### config.mk
export PLATFORM = sky130hd
export DESIGN_NAME = tdm_demux_flat
export DESIGN_NICKNAME = d
export VERILOG_FILES = /design/src/rtl/tdm_if.sv /design/src/rtl/tdm_demux.sv /design/src/flat_wrapper.sv
export SDC_FILE = /design/constraint.sdc
export NUM_CORES = 1
export LEC_CHECK = 0
export ABC_AREA = 1
export CORE_ASPECT_RATIO = 1.4
export CORE_MARGIN = 1.5
export CORE_UTILIZATION = 30
export CTS_CLUSTER_SIZE = 28
export DETAILED_ROUTE_END_ITERATION = 8
export DONT_BUFFER_PORTS = 1
export GPL_ROUTABILITY_DRIVEN = 1
export PLACE_DENSITY = 0.42
export SLEW_MARGIN = 15
export SYNTH_ARGS = -nofsm -noshare
export SYNTH_HDL_FRONTEND = slang
export SYNTH_SLANG_ARGS = --single-unit
### constraint.sdc
create_clock -name clk -period 3.5 [get_ports clk]
set_input_delay 0.35 -clock clk [delete_from_list [all_inputs] [get_ports clk]]
set_output_delay 0.35 -clock clk [all_outputs]
set_load 0.05 [all_outputs]
### src/rtl/tdm_if.sv
// Serial TDM receive bundle: bit stream, framing and strobe in; published frame and status out.
interface tdm_if #(
    parameter int NCH = 4,
    parameter int W   = 8
);
    localparam int SW = (NCH > 1) ? $clog2(NCH) : 1;

    logic              din;
    logic              fsync;
    logic              en;
    logic [NCH*W-1:0]  ch_data;
    logic              frame_valid;
    logic              sync_err;
    logic              locked;
    logic [SW-1:0]     slot_idx;

    modport master (
        output din, fsync, en,
        input  ch_data, frame_valid, sync_err, locked, slot_idx
    );

    modport slave (
        input  din, fsync, en,
        output ch_data, frame_valid, sync_err, locked, slot_idx
    );
endinterface

### src/rtl/tdm_demux.sv
// Time-division demultiplexer: splits a framed single-bit stream into NCH parallel W-bit words,
// publishing whole frames atomically and re-acquiring framing after a sync violation.
module tdm_demux #(
    parameter int NCH = 4,
    parameter int W   = 8
) (
    input  logic clk,
    input  logic rst_n,
    tdm_if.slave bus
);
    localparam int SW = (NCH > 1) ? $clog2(NCH) : 1;
    localparam int CW = $clog2(W);
    localparam logic [CW-1:0] BLAST = CW'(W - 1);
    localparam logic [SW-1:0] SLAST = SW'(NCH - 1);

    typedef enum logic {HUNT, RECV} state_t;

    state_t            state;
    logic [CW-1:0]     bcnt;
    logic [SW-1:0]     scnt;
    // Only the low W-1 bits of the shift register are ever consumed; the incoming bit completes the word.
    logic [W-2:0]      sr;
    logic [NCH*W-1:0]  shadow;
    logic [NCH*W-1:0]  shadow_nxt;
    logic [NCH*W-1:0]  ch_data;
    logic              frame_valid;
    logic              sync_err;
    logic [W-1:0]      word;
    logic              frame_start;

    assign word        = {sr, bus.din};
    assign frame_start = (scnt == '0) && (bcnt == '0);

    always_comb begin
        shadow_nxt = shadow;
        for (int k = 0; k < NCH; k++) begin
            if (scnt == SW'(k)) begin
                shadow_nxt[k*W +: W] = word;
            end
        end
    end

    always_ff @(posedge clk or negedge rst_n) begin
        if (!rst_n) begin
            state       <= HUNT;
            bcnt        <= '0;
            scnt        <= '0;
            sr          <= '0;
            shadow      <= '0;
            ch_data     <= '0;
            frame_valid <= 1'b0;
            sync_err    <= 1'b0;
        end else begin
            frame_valid <= 1'b0;
            sync_err    <= 1'b0;
            if (bus.en) begin
                case (state)
                    HUNT: begin
                        if (bus.fsync) begin
                            sr    <= word[W-2:0];
                            bcnt  <= CW'(1);
                            scnt  <= '0;
                            state <= RECV;
                        end
                    end
                    RECV: begin
                        if (frame_start && !bus.fsync) begin
                            // Lost framing: drop the bit and wait for the next sync.
                            sync_err <= 1'b1;
                            state    <= HUNT;
                            bcnt     <= '0;
                            scnt     <= '0;
                        end else if (!frame_start && bus.fsync) begin
                            // Early sync restarts the frame on this bit; the partial frame is never published.
                            sync_err <= 1'b1;
                            sr       <= word[W-2:0];
                            bcnt     <= CW'(1);
                            scnt     <= '0;
                        end else begin
                            sr <= word[W-2:0];
                            if (bcnt == BLAST) begin
                                shadow <= shadow_nxt;
                                bcnt   <= '0;
                                if (scnt == SLAST) begin
                                    ch_data     <= shadow_nxt;
                                    frame_valid <= 1'b1;
                                    scnt        <= '0;
                                end else begin
                                    scnt <= scnt + 1'b1;
                                end
                            end else begin
                                bcnt <= bcnt + 1'b1;
                            end
                        end
                    end
                    default: state <= HUNT;
                endcase
            end
        end
    end

    assign bus.ch_data     = ch_data;
    assign bus.frame_valid = frame_valid;
    assign bus.sync_err    = sync_err;
    assign bus.locked      = (state == RECV);
    assign bus.slot_idx    = scnt;
endmodule

### src/flat_wrapper.sv
// flat-port wrapper written by rule: the top's interface ports become plain ports
module tdm_demux_flat 
#(
    parameter int NCH = 4,
    parameter int W   = 8
)
  (clk, rst_n, bus_din, bus_fsync, bus_en, bus_ch_data, bus_frame_valid, bus_sync_err, bus_locked, bus_slot_idx);
  tdm_if #(.NCH(NCH), .W(W)) bus_i ();
  input  logic clk;
  input  logic rst_n;
  input wire logic [$bits(bus_i.din)-1:0] bus_din;
  input wire logic [$bits(bus_i.fsync)-1:0] bus_fsync;
  input wire logic [$bits(bus_i.en)-1:0] bus_en;
  output wire logic [$bits(bus_i.ch_data)-1:0] bus_ch_data;
  output wire logic [$bits(bus_i.frame_valid)-1:0] bus_frame_valid;
  output wire logic [$bits(bus_i.sync_err)-1:0] bus_sync_err;
  output wire logic [$bits(bus_i.locked)-1:0] bus_locked;
  output wire logic [$bits(bus_i.slot_idx)-1:0] bus_slot_idx;
  assign bus_i.din = bus_din;
  assign bus_i.fsync = bus_fsync;
  assign bus_i.en = bus_en;
  assign bus_ch_data = bus_i.ch_data;
  assign bus_frame_valid = bus_i.frame_valid;
  assign bus_sync_err = bus_i.sync_err;
  assign bus_locked = bus_i.locked;
  assign bus_slot_idx = bus_i.slot_idx;
  tdm_demux #(.NCH(NCH), .W(W)) u_core (.clk(clk), .rst_n(rst_n), .bus(bus_i));
endmodule
==> metrics.csv, run 1 <==
metric;value;unit
status;complete, no violations;
most frequent cells in the layout;171 x nand2_1, 71 x dfrtp_1, 47 x o21ai_0;
Seq pwr share;47.1;%
Final Max Tran Viols;0;
PnR Total Power;2.35;mW
crit-path cells;buf_4, inv_1, ha_1, nand3_1, inv_1, ha_1, nand2_1, nor2_4, nand2_2, inv_2, nand2_1, nand2_1;
CTS tree;done;
first-iteration detailed-routing DRC count;126;
synthesized instance count;378;
DRT Wirelength;7190;um
worst-path maximum fanout;32;
fin area;0.00358;mm^2
Row Count;44;
worst stage delay on the critical path;480;ps
CP Buf/Inv Count;4;
drt via density;4.45;
Final setup viols;0;
Post-route DRC;0;
Seq/Total Area, Yosys;56.5;%
maxcap violations;0;
r2r startpoint;u_core.bus.slot_idx[1];
RSZ-0062 raised after global routing;no;
Port Buffers;0;
clk root buf;clkbuf_16;
ANT nets after route;0;
Skew-Pair Late Insertion Delay;320;ps
reg-to-reg critical path endpoint;u_core.bus.ch_data[4];
CP Class;register to register;
clock-pin slew on the worst setup and hold paths;50;ps
Worst Tran Pin Value;621;ps
Synth cell types;17;
Worst Path Arrival;2730;ps
Worst Hold Path Cells;1;
placer congestion estimate;0.772;
Cell Area, Placed;0.00325;mm^2
DP HPWL;4510;um
Final Hold Fails;0;
Hold Startpoint;bus_en;
Lkg Pwr;1.85;nW
Comb power frac;14.9;%
Post-Syn Nets;392;
most frequent CP cell;nand2_1;
Overflow after GRT;0;
Post-Syn Area;0.00315;mm^2
Bufs on Longest Clock Path;2;
r2r setup slk;1030;ps
f_max;0.406;GHz
cell internal pwr;1.66;mW
Sw Pwr;0.698;mW
Tcrit/Tclk final;70.4;%
initial antenna violation count;0;
total track usage;14.7;%
Net Sw Frac;29.7;%
CORE AREA;0.0103;mm^2
critical path launch point type;register;
WP data required;3760;ps
delay-heaviest family, CP;buffers and inverters;
Final Critical Period;2470;ps
TritonCTS Buffers;9;
PwrDens;658;mW/mm^2
critical path depth in cells;12;
Starting Density;30.6;%
die area;0.0111;mm^2
post_cts resized;0;
Reg2Reg Depth;12;
drt first pass iters;4;
Worst Hold Class;input pin to register;
die height;124;um
largest net degree at the start of global routing;72;
yosys warns;0;
Area Overhead vs Synth;13.7;%
Clk pwr share;38.0;%
number of nets in the layout;393;
n_diodes;0;
crit end category;register;
leading cell type in the layout, fill and taps excluded;nand2_1;
clk sinks;71;
final setup skew;4.25;ps
htree depth;3;
first-pass GRT wire length;12000;um
hold slack;116;ps
Setup TNS Final;0;ps
fraction of layout cells with a size suffix above 1;5.51;%
syn avg cell area;8.32;um^2
Max IR drop VDD;275;uV
vias in the first global route;2322;
Critical-path top delay cell;ha_1;
WL per Instance;13.9;um
number of synthesized register bits;71;
critical path startpoint;u_core.bus.slot_idx[1];
vias;2310;
worst relative slew slack;58.6;%
Die X;89.5;um
Hold Crit Endpoint;u_core.bus.locked;
IO Pins;42;
-- what timing repair did --
item | CTS | global route
setup buffers | 0 | 0
hold endpoints to repair | 71 | 0
hold buffers | 2 | 0
-- cells in the mapped netlist --
library cell / number / share of area (%)
o21ai_1: 5 / 0.80
buf_2: 2 / 0.32
nand4_1: 2 / 0.40
nand3_1: 13 / 2.1
buf_4: 3 / 0.72
o21ai_0: 47 / 7.5
nor2_4: 1 / 0.36
inv_2: 1 / 0.12
nor4_1: 1 / 0.20
clkbuf_1: 8 / 0.95
inv_1: 34 / 4.1
nor2_1: 5 / 0.60
nand2_1: 171 / 20
dfrtp_1: 71 / 56
nand2_2: 2 / 0.40
ha_1: 9 / 3.6
buf_6: 3 / 1.1
-- per-layer routing --
layer | routed length, um | vias to the layer above | track usage [%]
met3 | 293 | 10 | 4.31
met1 | 3320 | 1091 | 18.4
met4 | 151 | 0 | 6.54
met5 | 0 | - | 0
li1 | - | 1172 | -
met2 | 3430 | 37 | 23.1
-- power groups by stage --
stage          logic (mW)  clock network, mW  registers (mW)
6_report            0.352              0.895            1.11
5_1_grt             0.423              0.962            1.13
4_1_cts             0.356              0.924            1.11
3_5_place_dp        0.332                  0            1.13
3_3_place_gp        0.326                  0            1.12
2_1_floorplan       0.271                  0            1.06
-- metrics by stage --
stage	instances	utilization, %	setup slack, ps
final	519	34.7	1030
after global routing	519	34.7	664
after CTS	519	34.7	948
after detailed placement	504	31.6	958
after global placement	504	31.6	1060
after floorplan	378	-	1130
-- worst max path at each step --
stage	end	slack, ps
global placement	u_core.bus.ch_data[15]	1060
CTS	u_core.bus.ch_data[10]	950
finish	u_core.bus.ch_data[4]	1030
detailed placement	u_core.bus.ch_data[15]	960
global route	u_core.bus.ch_data[16]	660
floorplan	u_core.bus.ch_data[10]	1130
-- logic make-up after synthesis --
logic type,count (synthesis),share of synthesized area (%)
buf+inv,51,7.24
simple gates,195,24.4
fa+ha+maj,9,3.58
flops,71,56.5
compound gates,52,8.27
-- final cells by class --
| class | instances | area (um^2) |
|---|---|---|
| Fill cell | 1086 | 6720 |
| Inverter | 35 | 131 |
| Tap cell | 138 | 173 |
| Clock buffer | 12 | 256 |
| Clock inverter | 1 | 30.0 |
| Multi-Input combinational cell | 256 | 1140 |
| Sequential cell | 71 | 1780 |
| Timing Repair Buffer | 6 | 67.6 |
-- registers in the layout (all words and copies together) (netlist names) --
register,flops
u_core.shadow,24
u_core.bus.locked,1
u_core.bus.slot_idx,2
u_core.bus.ch_data,32
u_core.bus.frame_valid,1
u_core.sr,7
u_core.bcnt,3
u_core.bus.sync_err,1
-- worst reg2reg max path: cells and delay by family, from the launching register on --
family,cells,cell delay (ps)
buffers and inverters,4,780
flip-flops,1,360
adder cells (fa/ha/maj),2,620
AND/OR/NAND/NOR,6,640
Power figures use the tool's default switching activity.
==> run 2, diff against run 1 <==
--- a/config.mk
+++ b/config.mk
@@ -13,7 +13,7 @@
 export DETAILED_ROUTE_END_ITERATION = 8
 export DONT_BUFFER_PORTS = 1
 export GPL_ROUTABILITY_DRIVEN = 1
-export PLACE_DENSITY = 0.42
+export PLACE_DENSITY = 0.43
 export SLEW_MARGIN = 15
 export SYNTH_ARGS = -nofsm -noshare
 export SYNTH_HDL_FRONTEND = slang
==> constraint.sdc (replaced) <==
create_clock -name clk -period 2.2 [get_ports clk]
set_input_delay 0.22 -clock clk [delete_from_list [all_inputs] [get_ports clk]]
set_output_delay 0.22 -clock clk [all_outputs]
set_load 0.05 [all_outputs]
==> run 2 against run 1 <==
Against the previous run: first-iteration DRC count shrank 37%; via count rose by 1.3%; setup slack worse by 710 ps; clock-buffer cell count increased by 1; final cell count is 1.5% higher; global-route usage up 0.063 points; power rose by 63%; final area is 2.6% higher; worst hold slack got worse by 110 ps; clock power increased by 68%; highest routed layer unchanged; maximum frequency increased by 31%.
==> metrics.csv, run 2 (same netlist as run 1, synthesis figures left out) <==
metric;value;unit
Tcrit/Tclk final;85.2;%
WP data required;2420;ps
total track usage;14.7;%
DP HPWL;4700;um
critical path startpoint;u_core.bcnt[0];
initial antenna violation count;0;
status;complete, no violations;
drt via density;4.44;
Reg2Reg Depth;9;
CORE AREA;0.0103;mm^2
Worst Path Arrival;2090;ps
DRT Wirelength;7230;um
gr busiest metal;met2;
clk root buf;clkbuf_16;
first-iteration detailed-routing DRC count;80;
placer congestion estimate;0.776;
PwrDens;1040;mW/mm^2
IO Pins;42;
vias;2341;
Biggest register;u_core.bus.ch_data;
Starting Density;30.6;%
htree depth;3;
Hold Startpoint;bus_din;
worst relative slew slack;61.3;%
WL per Instance;13.7;um
TritonCTS Buffers;9;
Worst Hold Path Cells;2;
Worst Hold Class;input pin to register;
number of nets in the layout;398;
fraction of layout cells with a size suffix above 1;7.71;%
Area Overhead vs Synth;16.6;%
Worst Tran Pin Value;580;ps
r2r setup slk;330;ps
Row Count;44;
n_diodes;0;
CP Class;register to register;
CP Capture Point;u_core.sr[1];
hold slack;4.16;ps
Bufs on Longest Clock Path;2;
post_cts resized;0;
final setup margin;325;ps
clk sinks;71;
r2r startpoint;u_core.bcnt[0];
most frequent cells in the layout;171 x nand2_1, 69 x dfrtp_1, 47 x o21ai_0;
grt met1 use;17.5;%
drt first pass iters;4;
Die X;89.5;um
Finished Core Util;35.6;%
Final Hold Fails;0;
Overflow after GRT;0;
Placement Setup Slack;315;ps
Final setup viols;0;
final setup skew;3.97;ps
die height;124;um
largest net degree at the start of global routing;72;
Skew-Pair Late Insertion Delay;330;ps
die area;0.0111;mm^2
CTS tree;done;
first-pass GRT wire length;12100;um
Max IR drop VDD;386;uV
maxcap violations;0;
reg-to-reg critical path endpoint;u_core.sr[1];
Final Max Tran Viols;0;
GRT met3 Usage;2.98;%
leading cell type in the layout, fill and taps excluded;nand2_1;
biggest regs;u_core.bus.ch_data (32), u_core.shadow (24), u_core.sr (7);
Lkg Pwr;1.89;nW
Post-route DRC;0;
vias in the first global route;2396;
worst-path maximum fanout;9;
Largest register FFs;32;
ANT nets after route;0;
Setup TNS Final;0;ps
Port Buffers;0;
clock-pin slew on the worst setup and hold paths;60;ps
critical path launch point type;register;
RSZ-0062 raised after global routing;no;
f_max;0.533;GHz
crit end category;register;
GRT met2 Usage;24.6;%
Final Critical Period;1870;ps
## run 2: changes by cell type in the layout (fill, tap and decap cells not counted), sizes merged
cell	change
clkbuf	+1
dlygate4sd3	+1
buf	+4
clkinv	+2
## run 2: metrics by stage
stage / area, um^2 / power, mW / instances
finish: 3670 / 3.83 / 527
global route: 3670 / 4.08 / 527
CTS: 3670 / 3.89 / 527
detailed placement: 3310 / 2.33 / 508
global placement: 3310 / 2.32 / 508
floorplan: 3150 / 2.12 / 378
## run 2: layout make-up
class	instances	area, um^2
clock buffers	13	270
flip-flops and latches	71	1780
repair buffers	11	133
inverters	35	131
fillers	1116	6630
multi-input cells	256	1140
clock inverters	3	40.0
well taps	138	173
## run 2: power breakdown
| group | leakage (nW) | internal, mW | switching (mW) |
|---|---|---|---|
| clock | 0.156 | 0.967 | 0.532 |
| combinational | 0.873 | 0.204 | 0.396 |
| sequential | 0.860 | 1.52 | 0.212 |
| total | 1.89 | 2.69 | 1.14 |
## run 2: how the worst min path moves through the flow
stage                                  end  slack, ps
finish              u_core.bus.ch_data[24]          4
global route        u_core.bus.ch_data[24]         10
CTS                 u_core.bus.ch_data[24]          4
detailed placement  u_core.bus.ch_data[22]        -70
global placement    u_core.bus.ch_data[22]        -70
floorplan                   u_core.bcnt[0]        -80
## run 2: layer usage
layer  share of wire, %  wire [um]  up-vias
met3                3.8        278       12
met2                 48       3490       32
met4                2.5        178        0
met1                 45       3280     1106
met5                  0          0        -
li1                   -          -     1191
## run 2: what timing repair did
action | CTS | global route
hold buffers | 3 | 0
endpoints found under the hold margin | 72 | 0
buffers inserted | 0 | 0
## run 2: critical path: stages, from the launching register on
cell     delay, ps
dfrtp_1        390
inv_1           60
ha_1           200
nand3_1        110
inv_1           50
ha_1           190
nand2_1        260
nand2_1        290
nand2_1        140
nand2_1         60
==> run 3, diff against run 2 <==
--- a/config.mk
+++ b/config.mk
@@ -9,10 +9,12 @@
 export CORE_ASPECT_RATIO = 1.4
 export CORE_MARGIN = 1.5
 export CORE_UTILIZATION = 30
+export CTS_CLUSTER_DIAMETER = 100
 export CTS_CLUSTER_SIZE = 28
 export DETAILED_ROUTE_END_ITERATION = 8
 export DONT_BUFFER_PORTS = 1
 export GPL_ROUTABILITY_DRIVEN = 1
+export MAX_ROUTING_LAYER = met4
 export PLACE_DENSITY = 0.43
 export SLEW_MARGIN = 15
 export SYNTH_ARGS = -nofsm -noshare
==> run 3 against run 2 <==
Against the previous run: clock-buffer cell count did not move; register-to-register slack about the same; die area did not move; final area is the same; utilization is the same; clock skew hardly changed; highest routed layer unchanged; critical path type unchanged; critical endpoint unchanged; combinational power barely moved; worst hold slack about the same.
==> metrics.csv, run 3 (same netlist as run 1, synthesis figures left out) <==
metric;value;unit
Starting Density;30.6;%
final setup margin;325;ps
largest net degree at the start of global routing;72;
CTS tree;done;
drt via density;4.45;
CORE AREA;0.0103;mm^2
most frequent CP cell;nand2_1;
placer congestion estimate;0.787;
post_cts resized;0;
final setup skew;3.92;ps
Lkg Pwr;1.89;nW
number of nets in the layout;398;
Post-route DRC;0;
Largest register FFs;32;
maxcap violations;0;
Tcrit/Tclk final;85.2;%
drt first pass iters;4;
Final Max Tran Viols;0;
worst relative slew slack;61.7;%
CP Buf/Inv Count;2;
Setup TNS Final;0;ps
status;complete, no violations;
delay-heaviest family, CP;simple AND/OR/NAND/NOR gates;
Die X;89.5;um
die area;0.0111;mm^2
n_diodes;0;
Area Overhead vs Synth;16.6;%
leading cell type in the layout, fill and taps excluded;nand2_1;
Worst Hold Class;input pin to register;
WP data required;2420;ps
Row Count;44;
Non-Filler Instances;527;
Placement Setup Slack;315;ps
Hold Startpoint;bus_din;
WL per Instance;13.7;um
ANT nets after route;0;
Post-CTS Setup Inserts;0;
htree depth;3;
total track usage;15.1;%
RSZ-0062 raised after global routing;no;
Skew-Pair Late Insertion Delay;330;ps
placed insts;508;
Final setup viols;0;
DRT Wirelength;7220;um
Overflow after GRT;0;
r2r startpoint;u_core.bcnt[0];
Biggest register;u_core.bus.ch_data;
Worst Tran Pin Value;574;ps
Storage cell area;0.00178;mm^2
biggest regs;u_core.bus.ch_data (32), u_core.shadow (24), u_core.sr (7);
Critical-path top delay cell;dfrtp_1;
critical path launch point type;register;
Port Buffers;0;
clk root buf;clkbuf_16;
worst-path maximum fanout;9;
PnR Total Power;3.83;mW
most frequent cells in the layout;171 x nand2_1, 69 x dfrtp_1, 47 x o21ai_0;
vias in the first global route;2399;
clk sinks;71;
Max IR drop VDD;386;uV
initial antenna violation count;0;
crit end category;register;
fraction of layout cells with a size suffix above 1;7.71;%
fill count;1116;
Bufs on Longest Clock Path;2;
multi-input combinational cell area;0.00114;mm^2
die height;124;um
IO Pins;42;
first-pass GRT wire length;12000;um
CP Class;register to register;
Final Critical Period;1880;ps
crit-path cells;inv_1, ha_1, nand3_1, inv_1, ha_1, nand2_1, nand2_1, nand2_1, nand2_1;
Final Hold Fails;0;
first-iteration detailed-routing DRC count;88;
critical path startpoint;u_core.bcnt[0];
worst stage delay on the critical path;390;ps
DP HPWL;4700;um
vias;2344;
clock-pin slew on the worst setup and hold paths;60;ps
Worst Path Arrival;2090;ps
PwrDens;1040;mW/mm^2
TritonCTS Buffers;9;
f_max;0.533;GHz
==> run 3: cell counts in the layout (fill, tap and decap cells not counted) <==
Identical to the previous run, type by type.
==> run 3: metrics by stage <==
stage               hold slack (ps)  instance area [um^2]  utilization (%)
detailed placement            -74.3                  3310             32.1
finish                         4.01                  3670             35.6
global route                   10.3                  3670             35.6
global placement              -74.1                  3310             32.1
floorplan                     -75.6                  3150                -
CTS                            3.75                  3670             35.6
==> run 3: worst register-to-register path: cells and delay by family, from the launching register on <==
| family | cells | cell delay (ps) |
|---|---|---|
| adders and majority gates | 2 | 390 |
| buffers and inverters | 2 | 110 |
| DFF | 1 | 390 |
| and+or+nand+nor | 5 | 860 |
==> run 3: path summary, 6_finish.rpt <==
| kind | end | slack [ps] | depth (start not counted) |
|---|---|---|---|
| max | u_core.sr[1] | 320 | 9 |
| min | u_core.bus.ch_data[24] | 4 | 2 |
| max reg2reg | u_core.sr[1] | 320 | 9 |
| min reg2reg | u_core.shadow[10] | 520 | 2 |
| max in group asynchronous | u_core.bus.slot_idx[0] | 1450 | 2 |
| min in group asynchronous | u_core.shadow[22] | 440 | 2 |
==> run 3: per-layer routing <==
| metal | vias to the layer above | global-route usage (%) | part of all wire, % |
|---|---|---|---|
| met5 | - | - | 0 |
| met4 | 0 | 8.08 | 2.5 |
| met3 | 12 | 2.98 | 3.9 |
| met2 | 32 | 24.6 | 48 |
| met1 | 1108 | 17.4 | 45 |
| li1 | 1192 | - | - |
==> run 3: timing repair <==
action,4_1_cts,5_1_grt
hold endpoints to repair,72,0
hold buffers,3,0
setup endpoints to repair,0,0
==> run 3: cell type report <==
| type | count | share of cell area, % |
|---|---|---|
| Clock inverter | 3 | 1.09 |
| Clock buffer | 13 | 7.37 |
| Multi-Input combinational cell | 256 | 31.1 |
| Sequential cell | 71 | 48.5 |
| Timing Repair Buffer | 11 | 3.62 |
| Inverter | 35 | 3.58 |
| Tap cell | 138 | 4.71 |
==> run 3: power by group <==
group	total, mW	switching [mW]	internal [mW]
clock network	1.50	0.533	0.967
registers	1.73	0.212	1.52
logic	0.600	0.396	0.204
